==> src/rtl/uart_rx_ctrl.sv <==
// rtl/uart_rx_ctrl.sv - UART 8N1 receiver with 1-entry valid/ready holding register
// Framing errors and overruns are reported as single-cycle pulses.
module uart_rx_ctrl #(
   parameter int CLKS_PER_BIT = 3454,
   parameter int CNT_W        = 16
) (
   input  logic       memory_clk,
   input  logic       I_rst_n,
   input  logic       I_rx,
   output logic [7:0] O_data,
   output logic       O_valid,
   input  logic       I_ready,
   output logic       O_frame_err,
   output logic       O_overrun,
   output logic       O_busy
);

   localparam logic [CNT_W-1:0] HALF_M1 = CNT_W'(CLKS_PER_BIT / 2 - 1);
   localparam logic [CNT_W-1:0] BIT_M1  = CNT_W'(CLKS_PER_BIT - 1);

   typedef enum logic [2:0] {S_IDLE, S_START, S_DATA, S_STOP, S_WAIT_HI} state_t;

   state_t           state_q;
   logic             sync1_q, rx_s_q;
   logic [CNT_W-1:0] timer_q, timer_d;
   logic [2:0]       idx_q;
   logic [7:0]       shreg_q, data_q;
   logic             done_q, valid_q, frame_err_q, overrun_q, busy_q;
   logic             tick_start, tick_bit;

   always_comb begin
      timer_d    = timer_q + CNT_W'(1);
      tick_start = (timer_q == HALF_M1);
      tick_bit   = (timer_q == BIT_M1);
   end

   always_ff @(posedge memory_clk or negedge I_rst_n) begin
      if (!I_rst_n) begin
         state_q     <= S_IDLE;
         sync1_q     <= 1'b1;
         rx_s_q      <= 1'b1;
         timer_q     <= '0;
         idx_q       <= '0;
         shreg_q     <= '0;
         data_q      <= '0;
         done_q      <= 1'b0;
         valid_q     <= 1'b0;
         frame_err_q <= 1'b0;
         overrun_q   <= 1'b0;
         busy_q      <= 1'b0;
      end else begin
         sync1_q     <= I_rx;
         rx_s_q      <= sync1_q;
         done_q      <= 1'b0;
         frame_err_q <= 1'b0;
         overrun_q   <= 1'b0;

         case (state_q)
            S_IDLE: begin
               if (!rx_s_q) begin
                  state_q <= S_START;
                  timer_q <= '0;
                  busy_q  <= 1'b1;
               end
            end
            S_START: begin
               if (tick_start) begin
                  timer_q <= '0;
                  idx_q   <= '0;
                  if (!rx_s_q) begin
                     state_q <= S_DATA;
                  end else begin
                     state_q <= S_IDLE;
                     busy_q  <= 1'b0;
                  end
               end else begin
                  timer_q <= timer_d;
               end
            end
            S_DATA: begin
               if (tick_bit) begin
                  timer_q <= '0;
                  shreg_q <= {rx_s_q, shreg_q[7:1]};
                  idx_q   <= idx_q + 3'd1;
                  if (idx_q == 3'd7) state_q <= S_STOP;
               end else begin
                  timer_q <= timer_d;
               end
            end
            S_STOP: begin
               if (tick_bit) begin
                  timer_q <= '0;
                  if (rx_s_q) begin
                     state_q <= S_IDLE;
                     busy_q  <= 1'b0;
                     done_q  <= 1'b1;
                  end else begin
                     state_q     <= S_WAIT_HI;
                     frame_err_q <= 1'b1;
                  end
               end else begin
                  timer_q <= timer_d;
               end
            end
            S_WAIT_HI: begin
               // A held-low (break) line must not be mistaken for a new start bit.
               if (rx_s_q) begin
                  state_q <= S_IDLE;
                  busy_q  <= 1'b0;
               end
            end
            default: begin
               state_q <= S_IDLE;
               busy_q  <= 1'b0;
            end
         endcase

         // A byte may load into a register that is being drained in the same cycle.
         if (done_q) begin
            if (!valid_q || I_ready) begin
               data_q  <= shreg_q;
               valid_q <= 1'b1;
            end else begin
               overrun_q <= 1'b1;
            end
         end else if (valid_q && I_ready) begin
            valid_q <= 1'b0;
         end
      end
   end

   assign O_data      = data_q;
   assign O_valid     = valid_q;
   assign O_frame_err = frame_err_q;
   assign O_overrun   = overrun_q;
   assign O_busy      = busy_q;

endmodule

==> config.mk <==
export PLATFORM = sky130hd
export DESIGN_NAME = uart_rx_ctrl
export DESIGN_NICKNAME = d
export VERILOG_FILES = /design/src/rtl/uart_rx_ctrl.sv
export SDC_FILE = /design/constraint.sdc
export NUM_CORES = 1
export LEC_CHECK = 0
export CORE_MARGIN = 4
export CORE_UTILIZATION = 57
export CTS_CLUSTER_DIAMETER = 50
export DETAILED_ROUTE_END_ITERATION = 8
export MAX_ROUTING_LAYER = met4
export PLACE_DENSITY = 0.78
export SKIP_CTS_REPAIR_TIMING = 1
export SYNTH_ARGS = -nofsm -noshare
export SYNTH_HDL_FRONTEND = slang
export SYNTH_SLANG_ARGS = --single-unit
==> constraint.sdc <==
create_clock -name memory_clk -period 2.6 [get_ports memory_clk]
set_input_delay 0.26 -clock memory_clk [delete_from_list [all_inputs] [get_ports memory_clk]]
set_output_delay 0.26 -clock memory_clk [all_outputs]
set_load 0.01 [all_outputs]
==> results.sh <==
export IMPL_placedCellCount=270
export IMPL_grt_usage_pct=19.2
export IMPL_finalHoldViolCount=0
export IMPL_worst_endpoint_arrival_ns=2.39
export IMPL_crit_family="compound AO/OA/AOI/OAI gates"
export IMPL_crit_path_start="timer_q[1]$_DFFE_PN0P_"
export IMPL_cp_cell_sequence="inv_1 > ha_1 > or3b_2 > o41ai_4 > o21a_4 > nor2_1 > a22o_1"
export IMPL_leakagePower_nw=1.13
export IMPL_clockBufferDepth=2
export IMPL_setup_viol=0
export IMPL_max_slew_margin_rel_pct=37.2
export IMPL_yosys_register_bits=45
export IMPL_cap_violations=0
export IMPL_drcViolationCount=0
export IMPL_fill_cells=285
export IMPL_ir_drop_mv=0.315
export IMPL_io_pins=16
export IMPL_ant_nets=0
export IMPL_min_path_type="input pin to async pin"
export IMPL_synth_cells=211
export IMPL_syn_area_per_cell_um2=10.3
export IMPL_worst_pin_slew_ns=0.942
export IMPL_clock_latency_ns=0.30
export IMPL_diodes=0
export IMPL_avgRoutedWirePerCell_um=15.0
export IMPL_drt_pass1_iter_count=4
export IMPL_gr_total_overflow=0
export IMPL_crit_required_ns=2.78
export IMPL_num_vias=1624
export IMPL_reg2reg_from="timer_q[1]$_DFFE_PN0P_"
export IMPL_place_hpwl_mm=2.93
export IMPL_core_um2=3690
export IMPL_crit_end="timer_q[3]$_DFFE_PN0P_"
export IMPL_netlist_area_um2=2180
export IMPL_die_w_um=69.8
export IMPL_grt_pass1_vias=1631
export IMPL_finalClockSkew_ns=0.00732
export IMPL_stdcell_count=278
export IMPL_cp_start_kind="flop"
export IMPL_row_count=22
export IMPL_synth_edf_count=0
export IMPL_clock_fmax_mhz=452
export IMPL_cts_sinks=45
export IMPL_fin_nets=238
export IMPL_synth_fp_nets=220
export IMPL_final_cell_mix="dfrtp_1 (43), nand2_1 (41), clkdlybuf4s50_1 (14)"
export IMPL_finalCriticalPeriod_ns=2.21
export IMPL_cp_slowest_stage_delay_ns=0.52
export IMPL_grt_max_degree=46
export IMPL_slowest_stage="or3b_2"
export IMPL_cts_clk_slew_worst_paths_ns=0.08
export IMPL_rr_endpoint="timer_q[3]$_DFFE_PN0P_"
export IMPL_grt_first_pass_wirelength_mm=7.36
export IMPL_critical_path_depth=7
export IMPL_routabilityCongestion=0.837
export IMPL_die_h_um=69.8
export IMPL_cts_root_buf="clkbuf_8"
export IMPL_antenna_found_initial=0
export IMPL_ys_seq_area_share_pct=51.8
export IMPL_area_delta_synth_final_pct=15.1
export IMPL_fin_crit_sh_pct=85.0
export IMPL_rsz0062_at_grt="no"
export IMPL_reg2regPathDepth=7
export IMPL_htree_levels=2
export IMPL_final_max_slew_viol_count=0
export IMPL_crit_type="flop to flop"
export IMPL_worst_path_buf_inv=1
export IMPL_cp_max_fo=8
export IMPL_drt_iter0_drc=62
export IMPL_ys_async_sr_fraction_pct=100
export IMPL_cts_buffers_inserted=5
export IMPL_drive_above_1_share_pct=13.9
export IMPL_p_per_area_nw_per_um2=533
export IMPL_endpoint_kind="flop"
export IMPL_start_util_pct=59.0
export IMPL_yosys_cell_types_count=45
export IMPL_final_common_cell="dfrtp_1"
export IMPL_setup_tns_ns=0
export IMPL_regToRegSetupSlack_ns=0.39
export IMPL_status="completed"
export IMPL_synthFlopType="dfrtp_1"
export IMPL_cts_tree="yes"
export IMPL_synth_warnings=0
export IMPL_routed_wirelength_mm=4.16
export IMPL_port_buffers=15
export IMPL_dieArea_um2=4870
export IMPL_via_per_inst=5.84
==> layer usage <==
layer | vias to the layer above | wire (um) | global-route usage [%]
met5 | - | 0 | -
met4 | 0 | 76 | 9.79
met3 | 9 | 180 | 3.62
met2 | 40 | 2060 | 31.6
met1 | 784 | 1850 | 22.5
li1 | 791 | - | -
==> worst min path at each step <==
stage,depth (start not counted),start,to
floorplan,0,I_rst_n,O_busy$_DFFE_PN0P_
global placement,0,sync1_q$_DFF_PN1_,rx_s_q$_DFF_PN1_
detailed placement,0,sync1_q$_DFF_PN1_,rx_s_q$_DFF_PN1_
CTS,1,I_rst_n,O_valid$_DFFE_PN0P_
global route,1,I_rst_n,O_valid$_DFFE_PN0P_
finish,1,I_rst_n,O_busy$_DFFE_PN0P_
==> cells by family (layout without fill, tap and decap cells) <==
kind of cell    Yosys count  after routing  share of synthesized area (%)
simple gates             99             99                           23.8
fa+ha+maj                 5              5                           2.87
flops                    45             45                           51.8
mux                      10             10                           5.12
compound gates           36             36                           13.0
xor+xnor                  2              2                          0.805
buf+inv                  14             33                           2.53
==> cells in the mapped netlist, types with 2 or more instances <==
master | count | area (um^2)
o311ai_1 | 6 | 52.6
inv_1 | 8 | 30.0
clkbuf_1 | 4 | 15.0
nor4_4 | 2 | 42.5
dfstp_2 | 2 | 52.6
nor2_1 | 13 | 48.8
nand3b_1 | 2 | 15.0
mux2_2 | 9 | 101
o21ai_0 | 3 | 15.0
ha_1 | 5 | 62.6
a21oi_1 | 3 | 15.0
or3b_2 | 2 | 17.5
dfrtp_1 | 43 | 1080
and3_1 | 4 | 25.0
nand3_1 | 12 | 60.1
nand2_1 | 41 | 154
nand4_1 | 5 | 31.3
nand2b_1 | 2 | 12.5
a22o_1 | 8 | 70.1
nor3_1 | 3 | 15.0
nor4_1 | 2 | 12.5
nor2b_1 | 3 | 18.8
o21ai_1 | 7 | 35.0
==> where the power goes <==
group | switching [mW] | internal, mW | total, mW
registers | 0.00192 | 0.702 | 0.704
clock network | 0.231 | 0.382 | 0.612
logic | 0.0139 | 0.00427 | 0.0181
==> through the flow <==
step	power (mW)	area [um^2]	utilization [%]	hold slack, ns	setup slack, ns
3_5_place_dp	0.737	2370	64.3	0.347	0.415
3_3_place_gp	0.736	2370	64.3	0.345	0.466
2_1_floorplan	0.720	2180	-	-0.0356	0.570
6_report	1.33	2510	67.9	0.105	0.389
5_1_grt	1.38	2510	67.9	0.199	0.272
4_1_cts	1.34	2510	67.9	0.141	0.396
==> flip-flops by register name (all words and copies together), names as in the netlist <==
signal,count
O_frame_err,1
O_busy,1
done_q,1
timer_q,16
rx_s_q,1
idx_q,3
state_q,3
shreg_q,8
O_data,8
sync1_q,1
O_valid,1
O_overrun,1
==> worst reg2reg max path, delay by kind of cell (launching register included) <==
family	cells	cell delay, ns
AOI/OAI and AO/OA	3	0.80
and+or+nand+nor	2	0.62
DFF	1	0.45
adders and majority gates	1	0.15
buffers and inverters	1	0.09
==> cell type report <==
cell class	instances	area (um^2)	share of cell area (%)
timing repair buffer	17	160	6.39
clock buffer	5	68.8	2.75
sequential	45	1130	45.0
inverter	8	30.0	1.20
multi-input combinational	152	993	39.6
tap	48	60.1	2.40
clock inverter	3	65.1	2.60
Power figures use the tool's default switching activity.
